==> src/rtl/wb_pkg.sv <==
// ----------------------------------------------------------------------------
// wb_pkg : shared constants and payload sizing for the MEM->WB commit stage
// ----------------------------------------------------------------------------
`default_nettype none

package wb_pkg;

  localparam logic [31:0] RESET_PC_DEFAULT = 32'hbfc00000;
  localparam int          ZERO_REG         = 0;

  // Stored bits: pc, result, wreg, regwrite, plus hilo_write and {HI,LO} when present.
  function automatic int payload_w(input int data_w, input int reg_aw, input bit hilo_en);
    return 2*data_w + reg_aw + 1 + (hilo_en ? (2*data_w + 1) : 0);
  endfunction

endpackage

`default_nettype wire

==> src/rtl/wb_skid_buf.sv <==
// ----------------------------------------------------------------------------
// wb_skid_buf : 2-entry valid/ready skid buffer over a flat payload, with flush
// ----------------------------------------------------------------------------
`default_nettype none

module wb_skid_buf #(
  parameter int           W         = 8,
  parameter logic [W-1:0] RESET_VAL = '0
) (
  input  logic         clk,
  input  logic         rst,
  input  logic         flush,
  input  logic         in_valid,
  output logic         in_ready,
  input  logic [W-1:0] in_data,
  output logic         out_valid,
  input  logic         out_ready,
  output logic [W-1:0] out_data
);

  logic         main_valid_q, main_valid_d;
  logic         skid_valid_q, skid_valid_d;
  logic [W-1:0] main_data_q,  main_data_d;
  logic [W-1:0] skid_data_q,  skid_data_d;
  logic         accept;

  // in_ready depends only on state, so upstream sees no combinational path.
  assign in_ready  = ~skid_valid_q;
  assign out_valid = main_valid_q;
  assign out_data  = main_data_q;
  assign accept    = in_valid & ~skid_valid_q & ~flush;

  always_comb begin
    main_valid_d = main_valid_q;
    skid_valid_d = skid_valid_q;
    main_data_d  = main_data_q;
    skid_data_d  = skid_data_q;
    if (flush) begin
      main_valid_d = 1'b0;
      skid_valid_d = 1'b0;
    end else if (~main_valid_q | out_ready) begin
      if (skid_valid_q) begin
        main_data_d  = skid_data_q;
        main_valid_d = 1'b1;
        skid_valid_d = 1'b0;
      end else if (accept) begin
        main_data_d  = in_data;
        main_valid_d = 1'b1;
      end else begin
        main_valid_d = 1'b0;
      end
    end else if (accept) begin
      skid_data_d  = in_data;
      skid_valid_d = 1'b1;
    end
  end

  always_ff @(posedge clk) begin
    if (rst) begin
      main_valid_q <= 1'b0;
      skid_valid_q <= 1'b0;
      main_data_q  <= RESET_VAL;
      skid_data_q  <= '0;
    end else begin
      main_valid_q <= main_valid_d;
      skid_valid_q <= skid_valid_d;
      main_data_q  <= main_data_d;
      skid_data_q  <= skid_data_d;
    end
  end

endmodule

`default_nettype wire

==> src/rtl/wb_commit_stage.sv <==
// ----------------------------------------------------------------------------
// wb_commit_stage : MEM->WB register with skid handshake, r0 gating, retire count
// ----------------------------------------------------------------------------
`default_nettype none

module wb_commit_stage
  import wb_pkg::*;
#(
  parameter int                DATA_W   = 32,
  parameter int                REG_AW   = 5,
  parameter bit                HILO_EN  = 1'b1,
  parameter logic [DATA_W-1:0] RESET_PC = DATA_W'(RESET_PC_DEFAULT),
  parameter int                CNT_W    = 32
) (
  input  logic                clk,
  input  logic                rst,
  input  logic                flush,
  input  logic                in_valid,
  output logic                in_ready,
  input  logic [DATA_W-1:0]   in_pc,
  input  logic [DATA_W-1:0]   in_result,
  input  logic [REG_AW-1:0]   in_wreg,
  input  logic                in_regwrite,
  input  logic                in_hilo_write,
  input  logic [2*DATA_W-1:0] in_hilo,
  output logic                out_valid,
  input  logic                out_ready,
  output logic [DATA_W-1:0]   out_pc,
  output logic [DATA_W-1:0]   out_result,
  output logic [REG_AW-1:0]   out_wreg,
  output logic                out_regwrite,
  output logic                out_hilo_write,
  output logic [2*DATA_W-1:0] out_hilo,
  output logic [CNT_W-1:0]    retire_cnt
);

  localparam int             PW            = payload_w(DATA_W, REG_AW, HILO_EN);
  localparam int             BW            = 2*DATA_W + REG_AW + 1;
  localparam logic [PW-1:0]  RESET_PAYLOAD = {RESET_PC, {(PW-DATA_W){1'b0}}};

  logic [PW-1:0]       in_payload, held_payload;
  logic [DATA_W-1:0]   held_pc, held_result;
  logic [REG_AW-1:0]   held_wreg;
  logic                held_rw, held_hw;
  logic [2*DATA_W-1:0] held_hilo;
  logic [CNT_W-1:0]    retire_q, retire_d;

  assign {held_pc, held_result, held_wreg, held_rw} = held_payload[PW-1 -: BW];

  generate
    if (HILO_EN) begin : g_hilo
      assign in_payload = {in_pc, in_result, in_wreg, in_regwrite, in_hilo_write, in_hilo};
      assign held_hw    = held_payload[2*DATA_W];
      assign held_hilo  = held_payload[2*DATA_W-1:0];
    end else begin : g_no_hilo
      logic unused_hilo;
      assign unused_hilo = ^{in_hilo_write, in_hilo};
      assign in_payload  = {in_pc, in_result, in_wreg, in_regwrite};
      assign held_hw     = 1'b0;
      assign held_hilo   = '0;
    end
  endgenerate

  wb_skid_buf #(
    .W         (PW),
    .RESET_VAL (RESET_PAYLOAD)
  ) u_skid (
    .clk       (clk),
    .rst       (rst),
    .flush     (flush),
    .in_valid  (in_valid),
    .in_ready  (in_ready),
    .in_data   (in_payload),
    .out_valid (out_valid),
    .out_ready (out_ready),
    .out_data  (held_payload)
  );

  assign out_pc         = held_pc;
  assign out_result     = held_result;
  assign out_wreg       = held_wreg;
  // Register 0 is hard-wired; the payload still flows for tracing.
  assign out_regwrite   = out_valid & held_rw & (held_wreg != REG_AW'(ZERO_REG));
  assign out_hilo_write = out_valid & held_hw;
  assign out_hilo       = held_hilo;
  assign retire_cnt     = retire_q;

  always_comb begin
    retire_d = retire_q;
    if (out_valid & out_ready) begin
      retire_d = retire_q + CNT_W'(1);
    end
  end

  always_ff @(posedge clk) begin
    if (rst) begin
      retire_q <= '0;
    end else begin
      retire_q <= retire_d;
    end
  end

endmodule

`default_nettype wire

==> config.mk <==
export PLATFORM = sky130hd
export DESIGN_NAME = wb_commit_stage
export DESIGN_NICKNAME = d
export VERILOG_FILES = /design/src/rtl/wb_pkg.sv /design/src/rtl/wb_skid_buf.sv /design/src/rtl/wb_commit_stage.sv
export SDC_FILE = /design/constraint.sdc
export NUM_CORES = 1
export LEC_CHECK = 0
export BUFFER_PORTS_ARGS = -buffer_cell sky130_fd_sc_hd__buf_4
export CAP_MARGIN = 30
export CELL_PAD_IN_SITES_DETAIL_PLACEMENT = 0
export CELL_PAD_IN_SITES_GLOBAL_PLACEMENT = 1
export CORE_ASPECT_RATIO = 2
export CORE_MARGIN = 2
export CORE_UTILIZATION = 35
export CTS_BUF_LIST = sky130_fd_sc_hd__clkbuf_2
export DETAILED_ROUTE_END_ITERATION = 16
export PLACE_DENSITY_LB_ADDON = 0.25
export SYNTH_ARGS = -nofsm -noshare
export SYNTH_HDL_FRONTEND = slang
export SYNTH_SLANG_ARGS = --single-unit
export TNS_END_PERCENT = 1
==> constraint.sdc <==
create_clock -name clk -period 2.5 [get_ports clk]
set_input_delay 0.25 -clock clk [delete_from_list [all_inputs] [get_ports clk]]
set_output_delay 0.25 -clock clk [all_outputs]
set_load 0.01 [all_outputs]
* After elaboration in Yosys (flattened, before gate mapping)
Cells that the tools add are included.
** Operators by class
- Reductions and logical operators :: 6
- Bitwise gates (word level) :: 11
- Muxes and demuxes :: 4
- Add/sub/neg operators :: 1
** Operator list (count)
- two-way mux 135 bit :: 2
- adder 32 x 1 -> 32 bit, second input constant :: 1
- AND 1 bit :: 6
- AND reduction 3 bit :: 2
- nonzero test 5 bit :: 1
- NOT 1 bit :: 4
- OR reduction 3 bit :: 1
- two-way mux 1 bit :: 2
- nonzero test 2 bit :: 1
- OR reduction 2 bit :: 1
- bitwise OR 1 bit :: 1
** Word-level totals
- Flip-flop bits (word level) :: 304
- Output and inout port bits :: 169
- Logic and storage cells :: 27

* Logic depth before layout (Yosys ltp)
Gate-level depths: netlist of run 1.
- Depth in word-level cells :: 5
- Mapped depth :: 8
- Depth with buffers taken out :: 4

* Hierarchy
From an unflattened synthesis of run 1, not the netlist that was laid out.
** Second synthesis, totals
- Cell total of the unflattened synthesis :: 1537
- Area total of the unflattened synthesis :: 14757.9 sq um
** Modules (own cells, without submodules)
- wb_skid_buf :: times used 1, area each 13240.2 sq um, sequential area each 5445.2 sq um, cells an instance 1358
- wb_commit_stage :: times used 1, area each 1517.7 sq um, sequential area each 640.6 sq um, cells an instance 179

* Worst setup path after synthesis of run 1
OpenSTA, ideal clock, no wires.
- Path kind :: flip-flop to flip-flop
- Start :: register retire_q[12], in the netlist retire_cnt[12]
- End :: register retire_q[31], in the netlist retire_cnt[31]
- Data arrival time :: 1.686 ns
- Library setup time :: 0.121 ns
- Setup slack :: 0.693 ns
- Data required time :: 2.379 ns
- Cell stages (with the launch flop) :: 6
- Path through :: dfxtp_1 and4_2 nand4_4 buf_2 nor4_1 mux2_2
** Between the ends
- Cells in the longest elaborated chain, start to end :: 1
** Ends and longest elaborated chain
- start, declared :: line wb_commit_stage.sv:46 : logic [CNT_W-1:0] retire_q, retire_d;
- start signal, assigned :: line wb_commit_stage.sv:99 : retire_q <= retire_d;
- adder 32 x 1 -> 32 bit :: line wb_commit_stage.sv:91 : retire_d = retire_q + CNT_W'(1);
No other way between the ends.
A chain may end at the register's enable or synchronous reset.

* Worst setup path in the final report of run 1
- Start :: register u_skid.main_valid_q, in the netlist u_skid.out_valid
- End :: register u_skid.skid_data_q[13]
** Between the ends
- Cells in the longest elaborated chain, start to end :: 4
** Ends and longest elaborated chain
- start, declared :: line wb_skid_buf.sv:21 : logic main_valid_q, main_valid_d;
- start signal, assigned :: line wb_skid_buf.sv:65 : main_valid_q <= main_valid_d;
- NOT 1 bit :: line wb_skid_buf.sv:41 : end else if (~main_valid_q | out_ready) begin
- bitwise OR 1 bit :: line wb_skid_buf.sv:41
- NOT 1 bit (no source line)
- AND reduction 3 bit (no source line)
- end signal, assigned :: line wb_skid_buf.sv:68 : skid_data_q <= skid_data_d;
- end, declared :: line wb_skid_buf.sv:24 : logic [W-1:0] skid_data_q, skid_data_d;
No other way between the ends.

==> results.sh, run 1 <==
export IMPL_clockBufferDepth=3
export IMPL_firstDrtPassIters=5
export IMPL_synth_edff_count=0
export IMPL_initial_core_util_pct=35.35
export IMPL_met2_usage_pct=36.26
export IMPL_vdd_drop_max_v=0.0003811
export IMPL_rsz0062_at_grt="no"
export IMPL_end_kind="flip-flop"
export IMPL_grt_overflow_total=0
export IMPL_gp_congestion=0.7800
export IMPL_routedWlPerCell_um=15.82
export IMPL_crit_required_ns=3.25
export IMPL_drc=0
export IMPL_cap_violations=0
export IMPL_portBuffers=308
export IMPL_cts_sinks=304
export IMPL_avgViaCountPerCell=4.894
export IMPL_met1_usage_pct=20.32
export IMPL_fmaxAchievable_mhz=430.6
export IMPL_netlist_area_mm2=0.01314
export IMPL_cts_root_buffer_cell="clkbuf_2"
export IMPL_yosysSeqAreaShare_pct=46.33
export IMPL_clock_skew_ns=0.04839
export IMPL_p_comb_share_pct=13.0
export IMPL_htree_levels=3
export IMPL_cts_tree="built"
export IMPL_worstSetupPathType="reg2reg"
export IMPL_syn_num_nets=1655
export IMPL_maxSlewHeadroom_pct=45.18
export IMPL_leakage_nw=7.146
export IMPL_track_usage_pct=19.67
export IMPL_io_pins=309
export IMPL_p_sw_w=0.002669
export IMPL_hold_ws_ns=0.2183
export IMPL_cp_max_fo=23
export IMPL_final_util_pct=49.92
export IMPL_reg2reg_to="u_skid.skid_data_q[13]"
export IMPL_clk_pin_slew_ns=0.10
export IMPL_nNetsFinal=2113
export IMPL_start_kind="flip-flop"
export IMPL_hp_class="in2reg"
export IMPL_num_vias=12120
export IMPL_die_h_um=278.0
export IMPL_busiest_layer="met2"
export IMPL_ys_flop_type="dfxtp_1"
export IMPL_cts_buffers=74
export IMPL_critPathCapture="u_skid.skid_data_q[13]"
export IMPL_synth_distinct_cells=39
export IMPL_drive_gt1_share_pct=22.75
export IMPL_ys_warn_count=0
export IMPL_grt_max_degree=98
export IMPL_finalHoldViolCount=0
export IMPL_ant_nets=0
export IMPL_fin_crit_ns=2.323
export IMPL_final_cells=2477
export IMPL_use_met3_pct=5.351
export IMPL_syn_inst=1514
export IMPL_r2r_slack_ns=0.18
export IMPL_coreArea_mm2=0.03716
export IMPL_crit_reg2reg_launch="u_skid.out_valid"
export IMPL_yosys_top_cells_area="dfxtp_1, mux2i_1, nand2_1"
export IMPL_die_area_mm2=0.03919
export IMPL_dpl_cell_count=2053
export IMPL_dp_hpwl_um=23490
export IMPL_drt_iter0_drc=349
export IMPL_status="completed"
export IMPL_wirelength_um=39190
export IMPL_swShare_pct=27.21
export IMPL_setup_viol=0
export IMPL_dieWidth_um=141.0
export IMPL_post_route_period_util_pct=92.90
export IMPL_synth_async_sr_flop_share_pct=0
export IMPL_startpoint="u_skid.out_valid"
export IMPL_p_per_area_mw_per_mm2=528.8
export IMPL_reg2reg_depth=7
export IMPL_grt_pass1_vias=12450
export IMPL_worstMarginPinSlew_ns=0.8222
export IMPL_place_area_mm2=0.01484
export IMPL_synth_seq_cells=304
export IMPL_grt_pass1_wl_um=62570
export IMPL_antenna_found_initial=5
export IMPL_finalMaxSlewViolations=0
export IMPL_syn_area_per_cell_um2=8.676
export IMPL_synth_top_area_share_pct=46.33
export IMPL_p_clk_share_pct=34.9
export IMPL_design_area_mm2=0.01855
export IMPL_internal_power_w=0.007140
export IMPL_seqPwrFrac_pct=52.1
export IMPL_yosysTopAreaCell="dfxtp_1"
export IMPL_syn2layout_area_growth_pct=41.22
export IMPL_num_rows=100
export IMPL_final_setup_tns_ns=0
export IMPL_arrival_ns=3.07
export IMPL_clkLatencyLatePin_ns=0.90
==> cell usage in the layout, fill, tap and decap left out, types with 2 or more instances in the layout <==
| cell | n |
|---|---|
| o31ai_1 | 17 |
| and4_2 | 2 |
| a21oi_1 | 156 |
| bufinv_16 | 3 |
| o21ai_0 | 3 |
| a211o_1 | 9 |
| mux2i_1 | 135 |
| nor4_1 | 2 |
| clkinv_1 | 3 |
| dlygate4sd3_1 | 301 |
| clkbuf_2 | 109 |
| nor2_1 | 147 |
| and2_1 | 4 |
| diode_2 | 5 |
| or3_1 | 5 |
| inv_1 | 2 |
| xor2_1 | 10 |
| buf_6 | 2 |
| inv_2 | 2 |
| a211oi_1 | 127 |
| and3_1 | 3 |
| nand2_1 | 280 |
| dfxtp_1 | 302 |
| buf_12 | 10 |
| or4_1 | 17 |
| nand3_1 | 14 |
| nand4_1 | 11 |
| buf_4 | 314 |
| and4_1 | 2 |
==> per-layer routing <==
layer | wire length, µm | share of wire, % | up-vias
met5 | 16 | 0.041 | -
met2 | 20940 | 53 | 317
met4 | 1408 | 3.6 | 2
li1 | - | - | 6039
met3 | 2306 | 5.9 | 91
met1 | 14530 | 37 | 5674
==> worst min-delay path by stage <==
stage | slack [ns] | from | to | depth (start not counted)
floorplan | 0.33 | flush | u_skid.out_valid | 1
global placement | 0.44 | u_skid.skid_data_q[68] | u_skid.skid_data_q[68] | 2
detailed placement | 0.45 | u_skid.skid_data_q[10] | u_skid.skid_data_q[10] | 2
CTS | 0.08 | in_result[13] | u_skid.out_data[84] | 4
global route | 0.12 | in_result[27] | u_skid.out_data[98] | 4
finish | 0.22 | in_pc[27] | u_skid.out_data[130] | 5
==> per-stage QoR <==
stage | setup slack, ns | power (W)
2_1_floorplan | 0.6934 | 0.005882
3_3_place_gp | 0.5569 | 0.006253
3_5_place_dp | 0.5545 | 0.006271
4_1_cts | 0.03559 | 0.01001
5_1_grt | 0.02005 | 0.01038
6_report | 0.1774 | 0.009809
==> Yosys cell counts (2+ instances only) <==
cell type / number
a211o_1: 9
a211oi_1: 127
a21oi_1: 156
and2_1: 4
and3_1: 4
and4_1: 2
and4_2: 2
buf_1: 3
buf_2: 33
buf_4: 135
buf_6: 2
clkbuf_1: 74
dfxtp_1: 304
inv_1: 2
mux2i_1: 135
nand2_1: 280
nand3_1: 15
nand4_1: 11
nor2_1: 148
nor4_1: 2
o21ai_0: 3
o31ai_1: 17
or3_1: 5
or4_1: 17
xor2_1: 10
==> worst max-delay path, stage by stage (launching register included) <==
cell           delay (ns)
dfxtp_2              0.38
buf_4                0.15
and2b_4              0.23
nand3_4              0.33
buf_4                0.36
nand2_1              0.10
a21oi_1              0.06
dlygate4sd3_1        0.57
==> power by group through the flow <==
stage	combinational, W	sequential [W]	clock [W]
2_1_floorplan	0.000694	0.00519	0
6_report	0.00128	0.00511	0.00342
3_5_place_dp	0.00105	0.00522	0
4_1_cts	0.00129	0.00511	0.00361
5_1_grt	0.00140	0.00513	0.00385
3_3_place_gp	0.00104	0.00522	0
==> area by class of cell <==
| cell class | count | area, µm² |
|---|---|---|
| Tap cell | 459 | 574.3 |
| Sequential cell | 304 | 6091 |
| Antenna cell | 5 | 12.51 |
| Clock buffer | 109 | 545.5 |
| Fill cell | 3620 | 18610 |
| Multi-Input combinational cell | 961 | 5574 |
| Inverter | 2 | 7.507 |
| Clock inverter | 8 | 108.9 |
| Timing Repair Buffer | 629 | 5635 |
==> sequential cells by signal, summed over array words and instances (netlist names) <==
| register | flops |
|---|---|
| u_skid.out_data | 135 |
| u_skid.skid_data_q | 135 |
| retire_cnt | 32 |
| u_skid.out_valid | 1 |
| u_skid.skid_valid_q | 1 |
==> repair_timing <==
item	in CTS	in global routing
hold buffers	301	0
endpoints found under the hold margin	304	0
setup buffers	0	0
setup endpoints to repair	1	64
gates resized for setup	1	4
pin swaps	0	1
cloned	0	1
==> kinds of logic after synthesis <==
family / share of synthesized area (%)
flops: 46.33
xor+xnor: 0.6668
buf+inv: 11.44
compound gates: 14.96
fa+ha+maj: 0.09524
simple gates: 16.13
mux: 10.37
Power figures use the tool's default switching activity.
==> run 2, diff against run 1 <==
--- a/config.mk
+++ b/config.mk
@@ -14,6 +14,7 @@
 export CORE_UTILIZATION = 35
 export CTS_BUF_LIST = sky130_fd_sc_hd__clkbuf_2
 export DETAILED_ROUTE_END_ITERATION = 16
+export GPL_TIMING_DRIVEN = 0
 export PLACE_DENSITY_LB_ADDON = 0.25
 export SYNTH_ARGS = -nofsm -noshare
 export SYNTH_HDL_FRONTEND = slang
==> run 2 against run 1 <==
Compared with the run above:
- via count up 1.7%
- clock power about the same
- combinational power up 16%
- maximum frequency up 0.44%
- core utilization down 0.74 points
- sequential power about the same
- worst setup slack better by 0.010 ns
- non-clock buffer count up 82
- sequential cell count unchanged
- first-iteration DRC count down 6.0%
- register-to-register slack better by 0.03 ns
- final cell count up 3.4%
- critical endpoint is now out_regwrite
- largest cell class unchanged
- highest routed layer is now met4
==> results.sh, run 2 (same netlist as run 1, synthesis figures left out) <==
export IMPL_drt_iter0_drc=328
export IMPL_firstDrtPassIters=4
export IMPL_reg2reg_to="u_skid.out_data[69]"
export IMPL_die_h_um=278.0
export IMPL_coreArea_mm2=0.03716
export IMPL_status="completed"
export IMPL_gp_congestion=0.8178
export IMPL_final_cell_mix="buf_4, dfxtp_1, nand2_1"
export IMPL_finalHoldViolCount=0
export IMPL_hold_path_depth=4
export IMPL_finalMaxSlewViolations=0
export IMPL_worstMarginPinSlew_ns=0.9159
export IMPL_wirelength_um=41840
export IMPL_worstSetupPathType="reg2out"
export IMPL_dieWidth_um=141.0
export IMPL_vdd_drop_max_v=0.0004392
export IMPL_grt_overflow_total=0
export IMPL_die_area_mm2=0.03919
export IMPL_grt_pass1_wl_um=65340
export IMPL_arrival_ns=2.06
export IMPL_portBuffers=307
export IMPL_cts_buffers=75
export IMPL_post_cts_setup_buffer_count=0
export IMPL_r2r_slack_ns=0.21
export IMPL_clk_pin_slew_ns=0.10
export IMPL_io_pins=309
export IMPL_cts_root_buffer_cell="clkbuf_2"
export IMPL_final_common_cell="buf_4"
export IMPL_htree_levels=3
export IMPL_fmaxAchievable_mhz=432.4
export IMPL_grt_pass1_vias=12750
export IMPL_dp_hpwl_um=30460
export IMPL_num_rows=100
export IMPL_num_vias=12330
export IMPL_track_usage_pct=21.02
export IMPL_p_per_area_mw_per_mm2=549.3
export IMPL_cts_sinks=304
export IMPL_reg2reg_depth=6
export IMPL_cap_violations=0
export IMPL_hold_end="u_skid.skid_data_q[44]"
export IMPL_ant_nets=0
export IMPL_drc=0
export IMPL_drive_gt1_share_pct=28.59
export IMPL_setup_viol=0
export IMPL_grt_max_degree=20
export IMPL_hp_class="in2reg"
export IMPL_fin_crit_ns=2.313
export IMPL_cts_tree="built"
export IMPL_avgViaCountPerCell=4.814
export IMPL_clock_skew_ns=0.08624
export IMPL_min_delay_start="in_hilo[44]"
export IMPL_antenna_found_initial=2
export IMPL_maxSlewHeadroom_pct=38.94
export IMPL_end_kind="primary output"
export IMPL_nNetsFinal=2195
export IMPL_dpl_cell_count=2280
export IMPL_rsz0062_at_grt="no"
export IMPL_crit_required_ns=2.25
export IMPL_post_route_period_util_pct=92.50
export IMPL_clkLatencyLatePin_ns=0.94
export IMPL_initial_core_util_pct=35.35
export IMPL_routedWlPerCell_um=16.34
export IMPL_leakage_nw=7.233
export IMPL_start_kind="flip-flop"
export IMPL_clockBufferDepth=3
export IMPL_final_util_pct=49.18
export IMPL_cp_max_fo=3
export IMPL_crit_reg2reg_launch="u_skid.out_valid"
export IMPL_syn2layout_area_growth_pct=39.13
export IMPL_final_cells=2560
## run 2: changes by cell type in the layout (fill, tap and decap cells not counted), sizes merged
| cell | delta |
|---|---|
| buf | +151 |
| dlygate4sd3 | -144 |
| clkbuf | +68 |
| clkinv | +11 |
| diode | -3 |
| clkinvlp | +2 |
| and3 | -1 |
| inv | -1 |
## run 2: where the power goes
group,switching (W),internal (W)
Clock,0.00204,0.00140
Combinational,0.000659,0.000831
Sequential,0.0000926,0.00501
## run 2: worst max path at each step
stage / startpoint / end / depth (start not counted)
global route: u_skid.out_valid / u_skid.out_data[65] / 6
detailed placement: u_skid.out_valid / u_skid.out_data[70] / 6
CTS: u_skid.out_valid / u_skid.skid_data_q[106] / 7
floorplan: retire_cnt[12] / retire_cnt[31] / 5
finish: u_skid.out_data[66] / out_regwrite / 3
global placement: u_skid.out_valid / u_skid.out_data[80] / 6
## run 2: cell type report
type / instances / area, µm²
buffer: 247 / 1498
timing repair buffer: 464 / 3876
multi-input combinational: 960 / 5552
clock buffer: 102 / 510.5
antenna: 2 / 5.005
fill: 3722 / 18890
tap: 459 / 574.3
inverter: 2 / 7.507
sequential: 304 / 6086
clock inverter: 20 / 166.4
## run 2: stage by stage
stage          worst slack (ns)  setup TNS, ns  power [W]  hold slack [ns]  area [µm²]
2_1_floorplan            0.6934              0   0.005882           0.3285       13140
3_3_place_gp           -0.05036         -2.599   0.006506           0.4408       16010
3_5_place_dp           -0.09693         -6.178   0.006519           0.4461       16010
4_1_cts                 0.01951              0    0.01025        0.0002869       18260
5_1_grt                 0.01895              0    0.01061          0.03171       18280
6_report                 0.1875              0    0.01004           0.1250       18280
## run 2: per-layer routing
layer / track usage, % / share of wire, %
met1: 20.12 / 35
met2: 41.85 / 56
met3: 4.835 / 5.2
met4: 8.795 / 3.3
met5: 0 / 0
## run 2: worst max-delay path: stages, from the launching register on
cell	delay, ns
dfxtp_1	0.33
or3_1	0.38
o311a_1	0.30
buf_4	0.15
## run 2: timing repair
item                                   in CTS  in global routing
endpoints found under the hold margin     289                  0
resized for setup                           2                  4
setup endpoints to repair                  87                 31
hold buffers                              157                  0
